===== src/rtl/instr_encoder_pkg.sv =====
// Shared RV32I encoding constants, request codes and the request bundle
// used by the instruction encoder and its format sub-block.
package instr_encoder_pkg;

  localparam logic [6:0] OPC_OP     = 7'b0110011;
  localparam logic [6:0] OPC_OP_IMM = 7'b0010011;
  localparam logic [6:0] OPC_LOAD   = 7'b0000011;
  localparam logic [6:0] OPC_STORE  = 7'b0100011;
  localparam logic [6:0] OPC_BRANCH = 7'b1100011;
  localparam logic [6:0] OPC_JAL    = 7'b1101111;

  localparam logic [2:0] F3_ADD  = 3'b000;
  localparam logic [2:0] F3_SLT  = 3'b010;
  localparam logic [2:0] F3_SLTU = 3'b011;
  localparam logic [2:0] F3_XOR  = 3'b100;
  localparam logic [2:0] F3_OR   = 3'b110;
  localparam logic [2:0] F3_AND  = 3'b111;
  localparam logic [2:0] F3_W    = 3'b010;
  localparam logic [2:0] F3_BEQ  = 3'b000;
  localparam logic [2:0] F3_BNE  = 3'b001;

  localparam logic [6:0] F7_ZERO = 7'b0000000;
  localparam logic [6:0] F7_SUB  = 7'b0100000;

  localparam logic [2:0] KIND_OP     = 3'd0;
  localparam logic [2:0] KIND_OP_IMM = 3'd1;
  localparam logic [2:0] KIND_LOAD   = 3'd2;
  localparam logic [2:0] KIND_STORE  = 3'd3;
  localparam logic [2:0] KIND_BRANCH = 3'd4;
  localparam logic [2:0] KIND_JAL    = 3'd5;

  localparam logic [2:0] ALU_ADD  = 3'd0;
  localparam logic [2:0] ALU_SUB  = 3'd1;
  localparam logic [2:0] ALU_SLT  = 3'd2;
  localparam logic [2:0] ALU_SLTU = 3'd3;
  localparam logic [2:0] ALU_AND  = 3'd4;
  localparam logic [2:0] ALU_OR   = 3'd5;
  localparam logic [2:0] ALU_XOR  = 3'd6;

  typedef struct packed {
    logic [2:0]  kind;
    logic [2:0]  alu_op;
    logic        cmp;
    logic [4:0]  rd;
    logic [4:0]  rs1;
    logic [4:0]  rs2;
    logic [20:0] imm;
  } enc_req_t;

  function automatic logic [2:0] alu_funct3(input logic [2:0] op);
    logic [2:0] f;
    f = F3_ADD;
    unique case (op)
      ALU_SLT:  f = F3_SLT;
      ALU_SLTU: f = F3_SLTU;
      ALU_AND:  f = F3_AND;
      ALU_OR:   f = F3_OR;
      ALU_XOR:  f = F3_XOR;
      default:  f = F3_ADD;
    endcase
    return f;
  endfunction

endpackage


===== src/rtl/instr_format.sv =====
// Combinational field-to-word packer for RV32I, flags
// requests that cannot be encoded.
module instr_format
  import instr_encoder_pkg::*;
(
  input  enc_req_t    req,
  output logic [31:0] word,
  output logic        illegal
);

  logic signed [20:0] imm;
  logic [2:0] f3;
  logic [6:0] f7;
  logic       alu_ok;
  logic       i_ok;
  logic       b_ok;
  logic       j_ok;

  assign imm    = req.imm;
  assign f3     = alu_funct3(req.alu_op);
  assign f7     = (req.alu_op == ALU_SUB) ? F7_SUB : F7_ZERO;
  assign alu_ok = (req.alu_op != 3'd7);
  assign i_ok   = (imm >= -21'sd2048) && (imm <= 21'sd2047);
  assign b_ok   = (imm >= -21'sd4096) && (imm <= 21'sd4094)
                  && !imm[0];
  assign j_ok   = !imm[0];

  always_comb begin
    word    = '0;
    illegal = 1'b0;
    unique case (1'b1)
      (req.kind == KIND_OP): begin
        word    = {f7, req.rs2, req.rs1, f3, req.rd, OPC_OP};
        illegal = !alu_ok;
      end
      (req.kind == KIND_OP_IMM): begin
        word    = {imm[11:0], req.rs1, f3, req.rd, OPC_OP_IMM};
        illegal = !alu_ok || (req.alu_op == ALU_SUB) || !i_ok;
      end
      (req.kind == KIND_LOAD): begin
        word    = {imm[11:0], req.rs1, F3_W, req.rd, OPC_LOAD};
        illegal = !i_ok;
      end
      (req.kind == KIND_STORE): begin
        word    = {imm[11:5], req.rs2, req.rs1, F3_W,
                   imm[4:0], OPC_STORE};
        illegal = !i_ok;
      end
      (req.kind == KIND_BRANCH): begin
        word    = {imm[12], imm[10:5], req.rs2, req.rs1,
                   req.cmp ? F3_BNE : F3_BEQ,
                   imm[4:1], imm[11], OPC_BRANCH};
        illegal = !b_ok;
      end
      (req.kind == KIND_JAL): begin
        word    = {imm[20], imm[10:1], imm[11], imm[19:12],
                   req.rd, OPC_JAL};
        illegal = !j_ok;
      end
      default: illegal = 1'b1;
    endcase
  end

endmodule


===== src/rtl/instr_encoder.sv =====
// Program builder: encodes field-level requests and streams the words
// into consecutive instruction-memory addresses.
module instr_encoder
  import instr_encoder_pkg::*;
#(
  parameter int ADDR_W    = 12,
  parameter int BASE_ADDR = 0,
  parameter int MAX_WORDS = 1024
) (
  input  logic              clk,
  input  logic              rst_n,
  input  logic              start,
  input  logic              req_valid,
  output logic              req_ready,
  input  logic [2:0]        req_kind,
  input  logic [2:0]        req_alu_op,
  input  logic              req_cmp,
  input  logic [4:0]        req_rd,
  input  logic [4:0]        req_rs1,
  input  logic [4:0]        req_rs2,
  input  logic [20:0]       req_imm,
  input  logic              req_last,
  output logic              mem_we,
  output logic [ADDR_W-1:0] mem_addr,
  output logic [31:0]       mem_wdata,
  input  logic              mem_ready,
  output logic              busy,
  output logic              done,
  output logic              err
);

  localparam int CNT_W = $clog2(MAX_WORDS + 1);
  localparam logic [ADDR_W-1:0] BASE = ADDR_W'(BASE_ADDR);
  localparam logic [CNT_W-1:0] CNT_MAX = CNT_W'(MAX_WORDS);

  typedef enum logic [1:0] {
    S_IDLE, S_RUN, S_DRAIN, S_DONE
  } state_t;

  state_t state_q, state_d;
  enc_req_t req;
  logic [31:0] enc_word;
  logic enc_illegal;
  logic [ADDR_W-1:0] addr;
  logic [CNT_W-1:0] count;
  logic [CNT_W-1:0] cnt_next;
  logic accept;
  logic wr;
  logic start_ok;

  assign req = '{kind: req_kind, alu_op: req_alu_op, cmp: req_cmp,
                 rd: req_rd, rs1: req_rs1, rs2: req_rs2,
                 imm: req_imm};

  instr_format u_fmt (
    .req     (req),
    .word    (enc_word),
    .illegal (enc_illegal)
  );

  assign req_ready = (state_q == S_RUN) && (!mem_we || mem_ready);
  assign accept    = req_valid && req_ready;
  assign wr        = accept && !enc_illegal;
  assign cnt_next  = count + CNT_W'(1);
  assign start_ok  = start
                     && ((state_q == S_IDLE) || (state_q == S_DONE));
  assign busy      = (state_q == S_RUN) || (state_q == S_DRAIN);
  assign done      = (state_q == S_DONE);

  always_comb begin
    state_d = state_q;
    unique case (state_q)
      S_IDLE, S_DONE: if (start) state_d = S_RUN;
      S_RUN: begin
        if (accept && (req_last || (wr && cnt_next == CNT_MAX)))
          state_d = S_DRAIN;
      end
      // an illegal final request leaves nothing pending
      S_DRAIN: if (!mem_we || mem_ready) state_d = S_DONE;
      default: state_d = S_IDLE;
    endcase
  end

  always_ff @(posedge clk or negedge rst_n) begin
    if (!rst_n) state_q <= S_IDLE;
    else        state_q <= state_d;
  end

  always_ff @(posedge clk or negedge rst_n) begin
    if (!rst_n) begin
      addr      <= BASE;
      count     <= '0;
      err       <= 1'b0;
      mem_we    <= 1'b0;
      mem_addr  <= BASE;
      mem_wdata <= '0;
    end else begin
      if (start_ok) begin
        addr  <= BASE;
        count <= '0;
        err   <= 1'b0;
      end
      if (wr) begin
        mem_we    <= 1'b1;
        mem_addr  <= addr;
        mem_wdata <= enc_word;
        addr      <= addr + ADDR_W'(4);
        count     <= cnt_next;
      end else if (mem_ready) begin
        mem_we <= 1'b0;
      end
      if (accept && enc_illegal) err <= 1'b1;
    end
  end

endmodule


===== config.mk =====
export PLATFORM = sky130hd
export DESIGN_NAME = instr_encoder
export DESIGN_NICKNAME = d
export VERILOG_FILES = /design/src/rtl/instr_encoder_pkg.sv /design/src/rtl/instr_format.sv /design/src/rtl/instr_encoder.sv
export SDC_FILE = /design/constraint.sdc
export NUM_CORES = 1
export LEC_CHECK = 0
export CORE_MARGIN = 2
export CORE_UTILIZATION = 45
export DETAILED_ROUTE_END_ITERATION = 8
export PLACE_DENSITY_LB_ADDON = 0.08
export SETUP_SLACK_MARGIN = 0.4
export SKIP_CTS_REPAIR_TIMING = 1
export SLEW_MARGIN = 5
export SYNTH_ARGS = -nofsm -noshare
export SYNTH_HDL_FRONTEND = slang
export SYNTH_SLANG_ARGS = --single-unit

===== constraint.sdc =====
create_clock -name clk -period 3.5 [get_ports clk]
set_input_delay 0.7 -clock clk [delete_from_list [all_inputs] [get_ports clk]]
set_output_delay 0.7 -clock clk [all_outputs]
set_load 0.1 [all_outputs]

---- Yosys cells after proc, flatten, opt, wreduce, memory -nomap -nowiden ----
Index checks and enable logic that the tools add are counted.
storage, ports and cells
  register bits after elaboration ......... 71
  memory bits (writable) .................. 0
  memory bits (read-only) ................. 0
  latch bits .............................. 0
  memories ................................ 0
  word-level logic and storage cells ...... 79
  input port bits ......................... 49
  output and inout bits ................... 49
operators by class
  reductions and logical operators ........ 30
  order comparisons ....................... 4
  eq/ne operators ......................... 19
  divide/modulo/power cells ............... 0
  multipliers ............................. 0
  mux-type cells .......................... 17
  shift operators ......................... 0
  add/subtract/negate cells ............... 2
  bitwise operators ....................... 0
operators by type and width
  kind                                                                                count
  32-bit case mux with 6 select lines                                                 1
  12-bit 2-to-1 mux                                                                   2
  11-bit 2-to-1 mux                                                                   2
  21-bit by 12-bit >= comparator with 1-bit output, second input constant             1
  21-bit by 13-bit >= comparator with 1-bit output, second input constant             1
  21-bit by 12-bit less-or-equal comparator with 1-bit output, second input constant  1
  21-bit by 13-bit less-or-equal comparator with 1-bit output, second input constant  1
  3-bit equality test, second input constant                                          5
  3-bit case mux with 5 select lines                                                  1
  12-bit by 3-bit adder with 12-bit output, second input constant                     1
  3-bit by 2-bit equality test with 1-bit output, second input constant               4
  11-bit by 1-bit adder with 11-bit output, second input constant                     1
  11-bit equality test, second input constant                                         1
  1-bit logical AND                                                                   10
  3-bit by 1-bit equality test with 1-bit output, second input constant               2
  1-bit zero test                                                                     6
  1-bit logical OR                                                                    6
  2-bit 2-to-1 mux                                                                    3
  6-bit 2-to-1 mux                                                                    1
  2-bit case mux with 3 select lines                                                  1
  2-bit nonzero test                                                                  3
  1-bit 2-to-1 mux                                                                    5
  1-bit case mux with 5 select lines                                                  1
  2-bit equality test, second input constant                                          2
  other kinds (8)                                                                     10

---- Logic depth before layout (Yosys ltp) ----
Gate-level depths: netlist (run 1).
  word-level depth ........................ 12
  depth in mapped cells ................... 8
  depth with buffers taken out ............ 8

---- Modules after synthesis ----
From an unflattened synthesis (run 1), not the netlist that was laid out.
unflattened totals
  cells, all modules ...................... 477
  area total of the unflattened synthesis .. 3,816.2 um2
modules (own cells, without submodules)
  module         sequential area each (um2)  instances  cells an instance  area an instance (um2)
  instr_encoder  1,676.6                     1          352                3,037.9
  instr_format   0.0                         1          125                778.2

---- Worst setup path before layout (run 1) ----
OpenSTA, ideal clock, no wires.
  kind .................................... reg-to-output
  start point ............................. reg mem_we
  end point ............................... out req_ready
  data arrival time ....................... 1,762 ps
  path slack .............................. 1,038 ps
  stages on the path, launching flop included .. 3
  buffers on the path ..................... 0
  cells stage by stage .................... dfrtp_1 -> nand2b_1 -> and2_1
on the way
  word-level cells in the longest chain between the ends .. 3
ends and longest elaborated chain
  what                    RTL line              source
  from (decl)             instr_encoder.sv:23   output logic mem_we,
  from (signal assigned)  instr_encoder.sv:94   mem_we <= 1'b0;
  from (signal assigned)  instr_encoder.sv:104  mem_we <= 1'b1;
  from (signal assigned)  instr_encoder.sv:110  mem_we <= 1'b0;
  1-bit zero test         instr_encoder.sv:61   assign req_ready = (state_q == S_RUN) && (!mem_we || mem_ready);
  1-bit logical OR        instr_encoder.sv:61
  1-bit logical AND       instr_encoder.sv:61
  to (decl)               instr_encoder.sv:14   output logic req_ready,
No other way between the ends.

---- Worst setup path in the final report (run 1) ----
  start point ............................. in req_kind[1]
  end point ............................... reg mem_wdata[24]
on the way
  word-level cells in the longest chain between the ends .. 5
  elaborated cells between the ends (all ways) .. 11
  classes of those cells .................. eq/ne: 5; mux: 2; reduce/logical: 4
ends and longest elaborated chain
  what                                                               RTL line                                source
  from (decl)                                                        instr_encoder.sv:15                     input logic [2:0] req_kind,
  3-bit by 2-bit equality test with 1-bit output (on tied branches)  instr_format.sv:44, instr_format.sv:40
  2-bit OR reduction (no source line)                                -
  1-bit case mux with 5 select lines                                 instr_format.sv:31                      unique case (1'b1)
  1-bit zero test                                                    instr_encoder.sv:63                     assign wr = accept && !enc_illegal;
  1-bit logical AND                                                  instr_encoder.sv:63
  to (signal assigned)                                               instr_encoder.sv:106                    mem_wdata <= enc_word;
  to (decl)                                                          instr_encoder.sv:25                     output logic [31:0] mem_wdata,
Parallel ways exist; a longest one is shown, timed or not.
A chain may end at the register's enable or synchronous reset.

==> metrics.txt, run 1 <==
ant diodes=0; most frequent cells in the layout=clkdlybuf4s50_1 (90), dfrtp_1 (65), o21ai_0 (41); P per Cell Area=between 900 and 1000 mW/mm^2; P_leak=2.09 nW; final worst-path cycle share=between 80% and 90%; Worst Skew=about 0.011 ns; Ports=98; WL met1=approximately 4100 microns; RSZ-0062 raised after global routing=no; Die Width=between 90 and 100 microns; overall die height=about 94 microns; Max Slew Vio Count=0; First-pass DRT Iterations=4; CTS tree=yes; Layout Utilization=62.7%; Avg Inst Size Synth=approximately 9.9 sq um; mapped cell area=between 0.003 and 0.004 sq mm; commonest non-fill, non-tap cell in the layout=clkdlybuf4s50_1; core area=roughly 0.0078 sq mm; Async SR Flop Fraction=100%; pre-CTS WS=0.293 ns; Worst Path Required=approximately 3.7 ns; pin count of the biggest net entering global routing=43; kind of critical path=in -> reg; gpl congestion=roughly 0.86; Crit Path Max Fanout=25; first-pass GRT wire length=~16,000 microns; CTS Buffer Depth=2; Clock Latency Late Sink=~0.35 ns; Fin Setup TNS=0 ns; Cell Rows=32; Setup WS post-layout=approximately 0.70 ns; met2 WL=between 4000 and 5000 microns; initial drt markers=between 100 and 150; Post-synth EDFFs=0; vias in the first global route=about 3,200; number of setup violations in the final report=0; Max Cap Viol=0; Least-Margin Pin Slew=0.991 ns; initial antenna violation count=0; hpwl dp=just under 7000 microns; Post-Synthesis Cells=approximately 370; Hold Crit Class=in -> async; Startpoint Class=primary input; global route overflow=0; Root Buffer=clkbuf_8; Via density=5.60; Max Clk Rate=357 MHz; outcome=finished, final reports clean; Starting Density=46.9%; Yosys cell types=61; Critical Path End Type=flop; count of nets after finishing=about 520; final WL=9270 microns; WL met3=~460 microns; vias post-DR=approximately 3,200; H-tree depth=3; Sink Count=65; Tmin final=2.80 ns; register area share after synthesis=between 40% and 50%; post-DR wirelength/cell=16.1 microns; Synth Register Bits=65; Ys Warns=0; PortBufs=95; Worst EP arrival=around 3.0 ns; Total GRT Usage=around 22%; DR top layer=met4; synth-to-layout area growth=33.8%; maximum VDD drop=between 0.7 and 0.8 mV; DRC Markers=0; Reg clk slew, reported paths=0.07 ns; max_slew headroom=approximately 34%; Antenna Nets Post-Route=0; clock buffer count from CTS=9; layout cells sized above 1=14.8%; final hold viol count=0; Synth Flop Type=dfrtp_1; die footprint=0.00887 sq mm
## cells by family (layout without fill, tap and decap cells)
group | Yosys count | in the layout | share of synthesized area [%]
simple gates | 121 | 121 | 17.2
compound gates | 96 | 96 | 18.5
flops | 65 | 65 | 44.5
buf+inv | 39 | 139 | 5.16
mux | 36 | 36 | 10.7
fa+ha+maj | 7 | 7 | 2.39
xor+xnor | 6 | 6 | 1.44
other cells | 1 | 2 | 0.103
## layout make-up
type	count	area, sq um
clock buffers	11	151
flip-flops and latches	65	1630
inverters	17	63.8
clock inverters	5	61.3
fillers	673	2910
well taps	102	128
repair buffers	106	1020
multi-input cells	268	1850
## synth_stat cells (2+ instances only)
library cell | number | area [sq um]
nand3b_1 | 2 | 15.0
and3_1 | 5 | 31.3
xor2_1 | 2 | 17.5
a211oi_1 | 2 | 15.0
inv_1 | 17 | 63.8
ha_1 | 7 | 87.6
or4_4 | 2 | 22.5
or3_1 | 2 | 12.5
nand2_1 | 31 | 116
a21oi_1 | 6 | 30.0
o221ai_1 | 5 | 43.8
o211ai_1 | 5 | 37.5
and2_1 | 6 | 37.5
buf_4 | 8 | 60.1
clkbuf_1 | 8 | 30.0
nor2_1 | 23 | 86.3
mux2_2 | 23 | 259
nand2_2 | 3 | 18.8
a22o_1 | 15 | 131
o21ai_2 | 2 | 17.5
o22ai_1 | 2 | 12.5
nor3_1 | 6 | 30.0
dfrtp_1 | 65 | 1630
nand2b_1 | 5 | 31.3
mux2i_1 | 10 | 100
nand4_1 | 12 | 75.1
a22oi_1 | 2 | 15.0
o221ai_2 | 2 | 30.0
o21ai_0 | 41 | 205
nand3_1 | 13 | 65.1
buf_2 | 4 | 20.0
xnor2_1 | 4 | 35.0
mux2_1 | 3 | 33.8
## path summary, 6_finish.rpt
check,to,from,slack [ns],cells past startpoint
worst min-delay path,count[9],rst_n,0.35,1
worst min register to register,mem_addr[8],mem_addr[8],0.50,1
worst max register to register,mem_wdata[24],state_q[1],1.27,6
min in group clk,mem_addr[8],mem_addr[8],0.50,1
max in group asynchronous,mem_wdata[24],rst_n,2.18,2
worst max-delay path,mem_wdata[24],req_kind[1],0.70,7
## sequential cells by signal (all words and copies together), names as in the netlist
register   flops
count         11
state_q        2
mem_wdata     30
addr          10
mem_addr      10
mem_we         1
err            1
## metal layers
layer | track usage [%] | vias to the layer above
met4 | 8.94 | 0
met1 | 29.6 | 1554
li1 | - | 1545
met2 | 35.6 | 97
met5 | 0 | -
met3 | 4.33 | 17
## report_power, final
part | internal (W) | switching (W)
combinational | 0.000659 | 0.00213
clock | 0.000373 | 0.000321
sequential | 0.000971 | 0.000148
## metrics by stage
stage | hold slack [ns] | power [W] | area [sq um] | cells
after CTS | 0.364 | 0.00463 | 4900 | 574
final | 0.348 | 0.00460 | 4900 | 574
after global placement | 0.480 | 0.00391 | 4680 | 558
after global routing | 0.383 | 0.00478 | 4900 | 574
after detailed placement | 0.484 | 0.00393 | 4680 | 558
after floorplan | 0.404 | 0.00326 | 3660 | 372
## worst max-delay path, cell delays in order
cell             delay (ns)
clkdlybuf4s50_1        0.57
or2_1                  0.34
nand3b_1               0.11
o211a_1                0.18
o311ai_2               0.14
nor2_4                 0.57
mux2_2                 0.41
Note: power is estimated with default switching activity, not from simulation.
==> inputs of run 2 (changes only) <==
--- a/config.mk
+++ b/config.mk
@@ -6,7 +6,7 @@
 export NUM_CORES = 1
 export LEC_CHECK = 0
 export CORE_MARGIN = 2
-export CORE_UTILIZATION = 45
+export CORE_UTILIZATION = 44
 export DETAILED_ROUTE_END_ITERATION = 8
 export PLACE_DENSITY_LB_ADDON = 0.08
 export SETUP_SLACK_MARGIN = 0.4
==> constraint.sdc (replaced) <==
create_clock -name clk -period 2.3 [get_ports clk]
set_input_delay 0.46 -clock clk [delete_from_list [all_inputs] [get_ports clk]]
set_output_delay 0.46 -clock clk [all_outputs]
set_load 0.1 [all_outputs]
==> metrics.txt, run 2 (synthesized netlist as in run 1, its figures left out) <==
outcome=finished, final reports clean; DRC Markers=0 (unchanged); Startpoint Class=flop; pre-CTS WS=-0.421 ns (-0.713 ns); max reg flops=30 (unchanged); most frequent cells in the layout=buf_4 (100), dfrtp_1 (59), o21ai_0 (41); commonest non-fill, non-tap cell in the layout=buf_4; Placed Area=0.00500 sq mm (+6.8%); overall die height=95.2 microns (+1.1%); Max Slew Vio Count=0 (unchanged); Worst EP arrival=2.23 ns (-0.80 ns); Sink Count=65 (unchanged); ant diodes=0 (unchanged); H-tree depth=3 (unchanged); largest register by flop count=mem_wdata; reg2reg path depth=7 (+1); Setup WS post-layout=0.298 ns (-0.401 ns); die footprint=0.00906 sq mm (+2.2%); Tmin final=between 2 and 2.5 ns; layout cells sized above 1=38.3% (+23 points); count of nets after finishing=576 (+10%); Least-Margin Pin Slew=0.604 ns (-0.387 ns); Starting Density=45.0% (-1.9 points); final instance area=0.00560 sq mm (+14%); Total GRT Usage=22.0% (-0.22 points); kind of critical path=reg -> reg; CP endpoint=state_q[1]; worst r2r dst=state_q[1]; P_leak=2.70 nW (+29%); Crit Path Max Fanout=4 (-84%); hpwl dp=7070 microns (+5.0%); vias in the first global route=3,275 (+1.4%); final WL=10,400 microns (+12%); CTS Buffer Depth=2 (unchanged); final hold viol count=0 (unchanged); Root Buffer=clkbuf_8; final worst-path cycle share=about 87%; synth-to-layout area growth=53.2%; Antenna Nets Post-Route=0 (unchanged); global route overflow=0 (unchanged); pin count of the biggest net entering global routing=66 (+53%); crit path launch=count[0]; RR Startpoint=count[0]; Worst R2R Setup Slack=0.30 ns (-0.97 ns); Clock Latency Late Sink=0.35 ns (about the same); Worst Path Required=2.52 ns (-1.21 ns); gpl congestion=0.843 (-2.5%); initial drt markers=123 (-5.4%); vias post-DR=3,453 (+7.5%); max_slew headroom=59.3% (+26 points); RSZ-0062 raised after global routing=yes; first-pass GRT wire length=15,500 microns (-0.40%); CTS tree=yes; Critical Path End Type=flop; post-DR wirelength/cell=16.5 microns (+2.0%); Max Clk Rate=between 400 and 500 MHz; Reg clk slew, reported paths=0.08 ns (about the same); PortBufs=95 (unchanged); Max Cap Viol=0 (unchanged); Hold Crit Class=in -> async; Cell Rows=33 (+3.1%); maximum VDD drop=1.31 mV (+84%); Worst Skew=0.0105 ns (-0.000304 ns); number of setup violations in the final report=0 (unchanged); Ports=98 (unchanged); Via density=5.48 (-2.1%); P per Cell Area=1330 mW/mm^2 (+41%); biggest regs=mem_wdata (30), count (11); Die Width=95.2 microns (+1.1%); First-pass DRT Iterations=4 (unchanged); clock buffer count from CTS=9 (unchanged); core area=0.00813 sq mm (+4.2%); initial antenna violation count=0 (unchanged)
## run 2: cell types whose count changed in the layout (fill, tap and decap cells not counted), moves of 5 or more
cell             change
buf_12               +6
buf_4               +85
buf_6                +5
clkbuf_2             +5
clkdlybuf4s50_1     -71
dfrtp_1              -6
dfrtp_2              +5
dlymetal6s2s_1      +21
mux2_2              -21
mux2_4              +21
## run 2: stage by stage
stage	setup TNS [ns]	instances	utilization, %	hold WS (ns)	total power, W
floorplan	0	372	-	0.164	0.00503
global placement	-16.56	602	61.5	0.477	0.00609
detailed placement	-18.82	602	61.5	0.485	0.00612
CTS	-1.52	618	64.0	0.132	0.00715
global route	0	630	68.9	0.146	0.00770
finish	0	630	68.9	0.117	0.00744
## run 2: area by class of cell
class                   count  area (sq um)
fillers                   608          2530
clock buffers              10           138
flip-flops and latches     65          1640
repair buffers            159          1450
well taps                 105           131
clock inverters             6          67.6
inverters                  17          67.6
multi-input cells         268          2110
## run 2: worst max-delay path, stage by stage (launching register included)
cell and delay (ns):
dfrtp_2 0.46, ha_4 0.19, a41o_1 0.24, o32ai_2 0.12
nand3_1 0.16, a2111oi_4 0.37, a41oi_4 0.17, mux2i_1 0.16
## run 2: where the power goes
group	switching (W)	internal [W]	total [W]	leakage, nW
Clock	0.000500	0.000532	0.00103	0.0985
Sequential	0.000236	0.00148	0.00172	0.848
Combinational	0.00338	0.00130	0.00469	1.76
## run 2: worst min-delay path by stage
| stage | endpoint | slack [ns] | depth (start not counted) | startpoint |
|---|---|---|---|---|
| floorplan | addr[10] | 0.16 | 0 | rst_n |
| global placement | mem_addr[3] | 0.48 | 1 | mem_addr[3] |
| detailed placement | mem_addr[11] | 0.49 | 1 | mem_addr[11] |
| CTS | mem_wdata[8] | 0.13 | 2 | rst_n |
| global route | count[6] | 0.15 | 2 | rst_n |
| finish | count[6] | 0.12 | 2 | rst_n |
## run 2: routing by layer
metal	GRT usage, %	share of wire [%]
met5	0	0
met3	3.72	3.7
met4	7.73	1.6
met1	28.8	44
met2	36.9	50
